<file path="src/rtl/mem_pkg.sv">
// Shared definitions for the cache block-fill path: state encoding,
// block geometry and the block-base address helper.
package mem_pkg;

  localparam int unsigned FILL_WORDS   = 8;  // 16-bit words per 16-byte block
  localparam int unsigned BLK_OFFSET_W = 4;  // byte-offset bits inside a block
  localparam int unsigned WORD_IDX_W   = 3;  // word index bits inside a block

  typedef enum logic [1:0] {
    IDLE  = 2'd0,
    FILL  = 2'd1,
    WRITE = 2'd2,
    DONE  = 2'd3
  } fill_state_e;

  typedef enum logic {
    OWNER_I = 1'b0,
    OWNER_D = 1'b1
  } owner_e;

  function automatic logic [15:0] block_base(input logic [15:0] addr);
    return {addr[15:BLK_OFFSET_W], {BLK_OFFSET_W{1'b0}}};
  endfunction

endpackage

</file>
<file path="src/rtl/mem_fill_counter.sv">
// Issue/return counter pair for a block fill. The two counters advance
// independently so that returns can overlap later issues.
module mem_fill_counter #(
  parameter int unsigned CW = 4
) (
  input  logic          clk,
  input  logic          rst_n,
  input  logic          clear,
  input  logic          issue_inc,
  input  logic          ret_inc,
  output logic [CW-1:0] issue_cnt,
  output logic [CW-1:0] ret_cnt
);

  // Issue counter: one step per read request sent to memory.
  always_ff @(posedge clk or negedge rst_n) begin
    if (!rst_n) begin
      issue_cnt <= '0;
    end else if (clear) begin
      issue_cnt <= '0;
    end else if (issue_inc) begin
      issue_cnt <= issue_cnt + CW'(1);
    end
  end

  // Return counter: one step per accepted read return.
  always_ff @(posedge clk or negedge rst_n) begin
    if (!rst_n) begin
      ret_cnt <= '0;
    end else if (clear) begin
      ret_cnt <= '0;
    end else if (ret_inc) begin
      ret_cnt <= ret_cnt + CW'(1);
    end
  end

endmodule

</file>
<file path="src/rtl/mem_fill_arbiter.sv">
// Arbitrates one memory port between I-cache block fills and D-cache
// block fills / single-word write-through.
//
//   state | meaning
//   IDLE  | no owner; requests sampled here, outputs quiet
//   FILL  | issuing block reads and collecting returns for the owner
//   WRITE | single-cycle D write-through
//   DONE  | one-cycle cool-down, grant still held, requests ignored
module mem_fill_arbiter
  import mem_pkg::*;
#(
  parameter int unsigned MEM_LATENCY = 4,
  parameter int unsigned WORDS       = mem_pkg::FILL_WORDS
) (
  input  logic        clk,
  input  logic        rst_n,
  input  logic        i_req,
  input  logic [15:0] i_addr,
  input  logic        d_req,
  input  logic        d_wr,
  input  logic [15:0] d_addr,
  input  logic [15:0] d_wdata,
  output logic        i_grant,
  output logic        d_grant,
  output logic        i_data_valid,
  output logic        d_data_valid,
  output logic [2:0]  fill_word,
  output logic [15:0] fill_data,
  output logic        i_done,
  output logic        d_done,
  output logic        mem_en,
  output logic        mem_wr,
  output logic [15:0] mem_addr,
  output logic [15:0] mem_wdata,
  input  logic [15:0] mem_rdata,
  input  logic        mem_rvalid
);

  localparam int unsigned CW = $clog2(WORDS + 1);

  fill_state_e   state, state_nxt;
  owner_e        owner, owner_nxt;
  owner_e        last_served, last_nxt;
  logic [15:0]   base_addr, base_nxt;
  logic [15:0]   wdata_q, wdata_nxt;
  logic [CW-1:0] issue_cnt, ret_cnt;
  logic          issuing, ret_hit, last_ret, pick_d;

  assign issuing  = (state == FILL) && (issue_cnt < CW'(WORDS));
  assign ret_hit  = (state == FILL) && mem_rvalid;
  assign last_ret = ret_hit && (ret_cnt == CW'(WORDS - 1));
  // D wins a tie unless it was the one served last.
  assign pick_d   = d_req && (!i_req || (last_served == OWNER_I));

  mem_fill_counter #(.CW(CW)) u_cnt (
    .clk       (clk),
    .rst_n     (rst_n),
    .clear     (state != FILL),
    .issue_inc (issuing),
    .ret_inc   (ret_hit),
    .issue_cnt (issue_cnt),
    .ret_cnt   (ret_cnt)
  );

  // State, owner and latched transaction parameters.
  always_ff @(posedge clk or negedge rst_n) begin
    if (!rst_n) begin
      state       <= IDLE;
      owner       <= OWNER_I;
      last_served <= OWNER_I;
      base_addr   <= '0;
      wdata_q     <= '0;
    end else begin
      state       <= state_nxt;
      owner       <= owner_nxt;
      last_served <= last_nxt;
      base_addr   <= base_nxt;
      wdata_q     <= wdata_nxt;
    end
  end

  // Next-state: arbitration in IDLE, completion tracking elsewhere.
  always_comb begin
    state_nxt = state;
    owner_nxt = owner;
    last_nxt  = last_served;
    base_nxt  = base_addr;
    wdata_nxt = wdata_q;
    case (state)
      IDLE: begin
        if (pick_d) begin
          owner_nxt = OWNER_D;
          last_nxt  = OWNER_D;
          wdata_nxt = d_wdata;
          if (d_wr) begin
            base_nxt  = d_addr;
            state_nxt = WRITE;
          end else begin
            base_nxt  = block_base(d_addr);
            state_nxt = FILL;
          end
        end else if (i_req) begin
          owner_nxt = OWNER_I;
          last_nxt  = OWNER_I;
          base_nxt  = block_base(i_addr);
          wdata_nxt = '0;
          state_nxt = FILL;
        end
      end
      FILL:    if (last_ret) state_nxt = DONE;
      WRITE:   state_nxt = DONE;
      default: state_nxt = IDLE;
    endcase
  end

  // Outputs: everything quiet unless the state says otherwise.
  always_comb begin
    i_grant      = 1'b0;
    d_grant      = 1'b0;
    i_data_valid = 1'b0;
    d_data_valid = 1'b0;
    fill_word    = '0;
    fill_data    = '0;
    i_done       = 1'b0;
    d_done       = 1'b0;
    mem_en       = 1'b0;
    mem_wr       = 1'b0;
    mem_addr     = '0;
    mem_wdata    = '0;
    if (state != IDLE) begin
      i_grant = (owner == OWNER_I);
      d_grant = (owner == OWNER_D);
    end
    case (state)
      FILL: begin
        if (issuing) begin
          mem_en   = 1'b1;
          mem_addr = base_addr + 16'({issue_cnt, 1'b0});
        end
        if (ret_hit) begin
          fill_data    = mem_rdata;
          fill_word    = ret_cnt[WORD_IDX_W-1:0];
          i_data_valid = (owner == OWNER_I);
          d_data_valid = (owner == OWNER_D);
          i_done       = last_ret && (owner == OWNER_I);
          d_done       = last_ret && (owner == OWNER_D);
        end
      end
      WRITE: begin
        mem_en    = 1'b1;
        mem_wr    = 1'b1;
        mem_addr  = base_addr;
        mem_wdata = wdata_q;
        d_done    = 1'b1;
      end
      default: ;
    endcase
  end

  // A return can only follow a read issued MEM_LATENCY cycles earlier.
  logic [31:0] ret_plus_lat;
  assign ret_plus_lat = 32'(ret_cnt) + MEM_LATENCY;

  a_ret_after_issue: assert property (@(posedge clk) disable iff (!rst_n)
    ret_hit |-> (32'(issue_cnt) >= ((ret_plus_lat < WORDS) ? ret_plus_lat : WORDS)));

endmodule

</file>
<file path="config.mk">
export PLATFORM = sky130hd
export DESIGN_NAME = mem_fill_arbiter
export DESIGN_NICKNAME = d
export VERILOG_FILES = /design/src/rtl/mem_pkg.sv /design/src/rtl/mem_fill_counter.sv /design/src/rtl/mem_fill_arbiter.sv
export SDC_FILE = /design/constraint.sdc
export NUM_CORES = 1
export LEC_CHECK = 0
export CORE_MARGIN = 5
export CORE_UTILIZATION = 39
export CTS_BUF_LIST = sky130_fd_sc_hd__clkbuf_8
export CTS_CLUSTER_SIZE = 16
export DETAILED_ROUTE_END_ITERATION = 16
export PLACE_DENSITY_LB_ADDON = 0.1
export SLEW_MARGIN = 10
export SYNTH_ARGS = -nofsm -noshare
export SYNTH_HDL_FRONTEND = slang
export SYNTH_SLANG_ARGS = --single-unit
</file>
<file path="constraint.sdc">
create_clock -name clk -period 2 [get_ports clk]
set_input_delay 0.2 -clock clk [delete_from_list [all_inputs] [get_ports clk]]
set_output_delay 0.2 -clock clk [all_outputs]
set_load 0.03 [all_outputs]
</file>
==> impl_metrics.ini <==
[cells_and_area]
n_fill_cell = 568
diodes = 0
area_growth_pct = 68.0
drive_gt1_frac = 0.330
fin_nets = 531
multi_input_area_mm2 = 0.00189
final_util = 0.665
regArea_mm2 = 0.00108

[setup_path]
path_cells = ha_2, inv_2, fa_2, nand2b_4, a211oi_4, buf_12, a41oi_2, a31oi_4, buf_6
critical_path.max_stage_delay_ps = 360
start_kind = register
path_class = register to output port
required_ps = 1800
critPathMaxFanout = 10
slowest_stage = dfrtp_1
critPathCaptureType = output port
cp_data_arrival_time_ps = 2210

[yosys]
syn_inst = 305
seq_area_frac_synth = 0.379
ys_ff_latch = 43
synth_nets = 386
yosys_warnings = 0
async_reset_ff_frac = 1.00
synth_edf_count = 0
synth_area_mm2 = 0.00284
synth.distinct_cells = 55
syn-mean-instance-area_um2 = 9.31
synth_top_flop_cell = dfrtp_1

[clock_network]
clk_pin_slew_ps = 80
clock-sinks = 43
cts_max_path_buffers = 2
clkLatencyLatePin_ps = 290
cts_tree = done
htreeDepth = 2
numCtsBuffers = 5
cts_root_buf = clkbuf_8

[global_routing]
track_usage = 0.185
grt-ovfl-total = 0
antenna_found_initial = 0
grt_pass1_wl_um = 13300
grt_pass1_vias = 2745
grt_max_degree = 36

[power]
leakage_nw = 2.19
ir_drop_mv = 0.645
powerDensity_mw_per_mm2 = 1360

[floorplanning]
die_h_um = 95.3
die_area_mm2 = 0.00909
die_w_um = 95.3
rows = 31
io_pins = 129
initial_core_util = 0.396
fp.coreArea_mm2 = 0.00718

[detailed_routing]
vias = 2754
drt-total-wl_um = 8300
ant_nets = 0
drtIter0Drc = 87
drc = 0
routedWlPerCell_um = 15.1
via_per_inst = 5.01
drt-pass1-iter-count = 4

[timing]
fin_skew_ps = 5.43
finalCritPeriodShare = 1.20
setup_viol = 13
tightest_slew_ps = 711
max-slew-margin-rel = 0.526
max_freq_mhz = 415
drv_slew = 0
fin_ws_ps = -408
min_period_ps = 2410
rsz0062_at_grt = true
finalHoldViolCount = 0

[outcome]
status = finished with violations
failed_checks = negative setup slack

[hold_path]
hp-class = input pin to register

[placed_design]
gp_congestion = 0.817
hpwl_um = 6240
pre_cts_ws_ps = -135
io_buffers = 124

[flow_run]
cap_violations = 0
-- cell usage after synthesis (2+ instances only) --
cell type / count / share of area
a32oi_1: 2 / 0.0062
and3_1: 20 / 0.044
ha_1: 10 / 0.044
o21ai_0: 3 / 0.0053
a21oi_1: 4 / 0.0071
and2_1: 28 / 0.062
nor2_1: 7 / 0.0093
o21ai_1: 20 / 0.035
nor2b_1: 8 / 0.018
o21a_1: 2 / 0.0053
a21o_1: 4 / 0.011
and4_4: 2 / 0.0079
inv_1: 9 / 0.012
nand4_1: 3 / 0.0066
nand3b_1: 2 / 0.0053
a41oi_1: 3 / 0.0093
mux2i_1: 14 / 0.049
a21boi_1: 2 / 0.0053
nand3_1: 2 / 0.0035
dfrtp_1: 43 / 0.38
clkbuf_1: 10 / 0.013
nand2b_1: 4 / 0.0088
nand4b_1: 2 / 0.0062
a22oi_1: 2 / 0.0053
nor3_1: 3 / 0.0053
buf_6: 3 / 0.012
a31oi_1: 8 / 0.018
xnor2_1: 4 / 0.012
a31o_1: 3 / 0.0093
a22o_1: 16 / 0.049
buf_2: 7 / 0.012
nand2_1: 32 / 0.042
-- path summary, 6_finish.rpt --
path | from | endpoint | slack, ps | depth (start not counted)
max | u_cnt.issue_cnt[0] | mem_addr[9] | -410 | 9
min | d_addr[3] | base_addr[3] | 450 | 3
max reg2reg | state[0] | state[1] | 340 | 5
min reg2reg | wdata_q[8] | wdata_q[8] | 500 | 1
max in group asynchronous | rst_n | base_addr[2] | 910 | 3
min in group asynchronous | rst_n | wdata_q[3] | 490 | 2
-- where the power goes --
group	internal [mW]	total, mW	switching (mW)
registers	1.20	1.53	0.332
clock network	0.498	0.799	0.301
logic	1.96	4.17	2.21
-- worst max-delay path, delay by kind of cell (launching register included) --
kind                       cells  cell delay [ps]
AOI/OAI and AO/OA              3              520
adders and majority gates      2              520
buffers and inverters          3              360
DFF                            1              360
and+or+nand+nor                1              160
-- final cells by class --
class                      instances  share of cell area
multi-input combinational        230               0.395
inverter                           9             0.00708
sequential                        43               0.226
clock buffer                       5              0.0144
tap                               99              0.0260
clock inverter                     3              0.0142
timing repair buffer             161               0.317
-- per-layer routing --
layer | share of wire | GRT usage | up-vias | wire, µm
met4 | 0.0063 | 0.0433 | 0 | 52
met1 | 0.43 | 0.241 | 1297 | 3570
met2 | 0.52 | 0.313 | 66 | 4280
met3 | 0.048 | 0.0410 | 5 | 399
li1 | - | - | 1386 | -
met5 | 0 | 0 | - | 0
-- logic make-up (layout without fill, tap and decap cells) --
kind of cell / count (synthesis) / in the layout / synth area share
XOR/XNOR: 5 / 5 / 0.0154
AND/OR/NAND/NOR: 117 / 117 / 0.229
multiplexers: 15 / 15 / 0.0533
flip-flops: 43 / 43 / 0.379
AO/OA/AOI/OAI: 82 / 82 / 0.217
adder cells (fa/ha/maj): 11 / 11 / 0.0511
buffers and inverters: 32 / 178 / 0.0551
-- timing repair --
action | 4_1_cts | 5_1_grt
cloned | 0 | 1
setup endpoints to repair | 20 | 19
hold endpoints to repair | 29 | 0
hold buffers | 1 | 0
setup buffers | 6 | 1
pin swaps | 9 | 7
gates resized for setup | 25 | 27
-- stage by stage --
stage | hold slack, ps | total power, mW | cell area [µm²] | setup TNS [ps] | std cells
after floorplan | -95.6 | 3.85 | 2930 | -1050 | 305
final | 448 | 6.49 | 4770 | -3540 | 550
after CTS | 444 | 6.28 | 4610 | -3840 | 548
after detailed placement | 293 | 5.20 | 4300 | -667 | 533
after global placement | 287 | 5.14 | 4300 | -491 | 533
after global routing | 454 | 6.99 | 4770 | -4930 | 550
-- placed cells by master, fill, tap and decap left out, types with 3 or more instances in the layout --
master           instances
a31o_1                   3
ha_4                     5
inv_2                    3
clkbuf_8                 5
buf_12                   5
and3_1                  19
inv_1                    6
nand2_1                 31
a22o_1                  16
and2_1                  28
nor2b_1                  5
clkdlybuf4s50_1         65
nor3_1                   3
buf_6                   15
ha_1                     3
xnor2_1                  4
buf_4                   72
o21ai_1                 19
nand2b_1                 3
nor2_1                   7
nand4_1                  3
dfrtp_1                 42
a21o_1                   4
a31oi_4                  4
mux2i_1                 14
-- state kept, by name, indices dropped and copies added, names as in the netlist --
signal           flops
state                2
last_served          1
wdata_q             16
u_cnt.ret_cnt        4
u_cnt.issue_cnt      4
base_addr           16
Note: power is estimated with default switching activity, not from simulation.
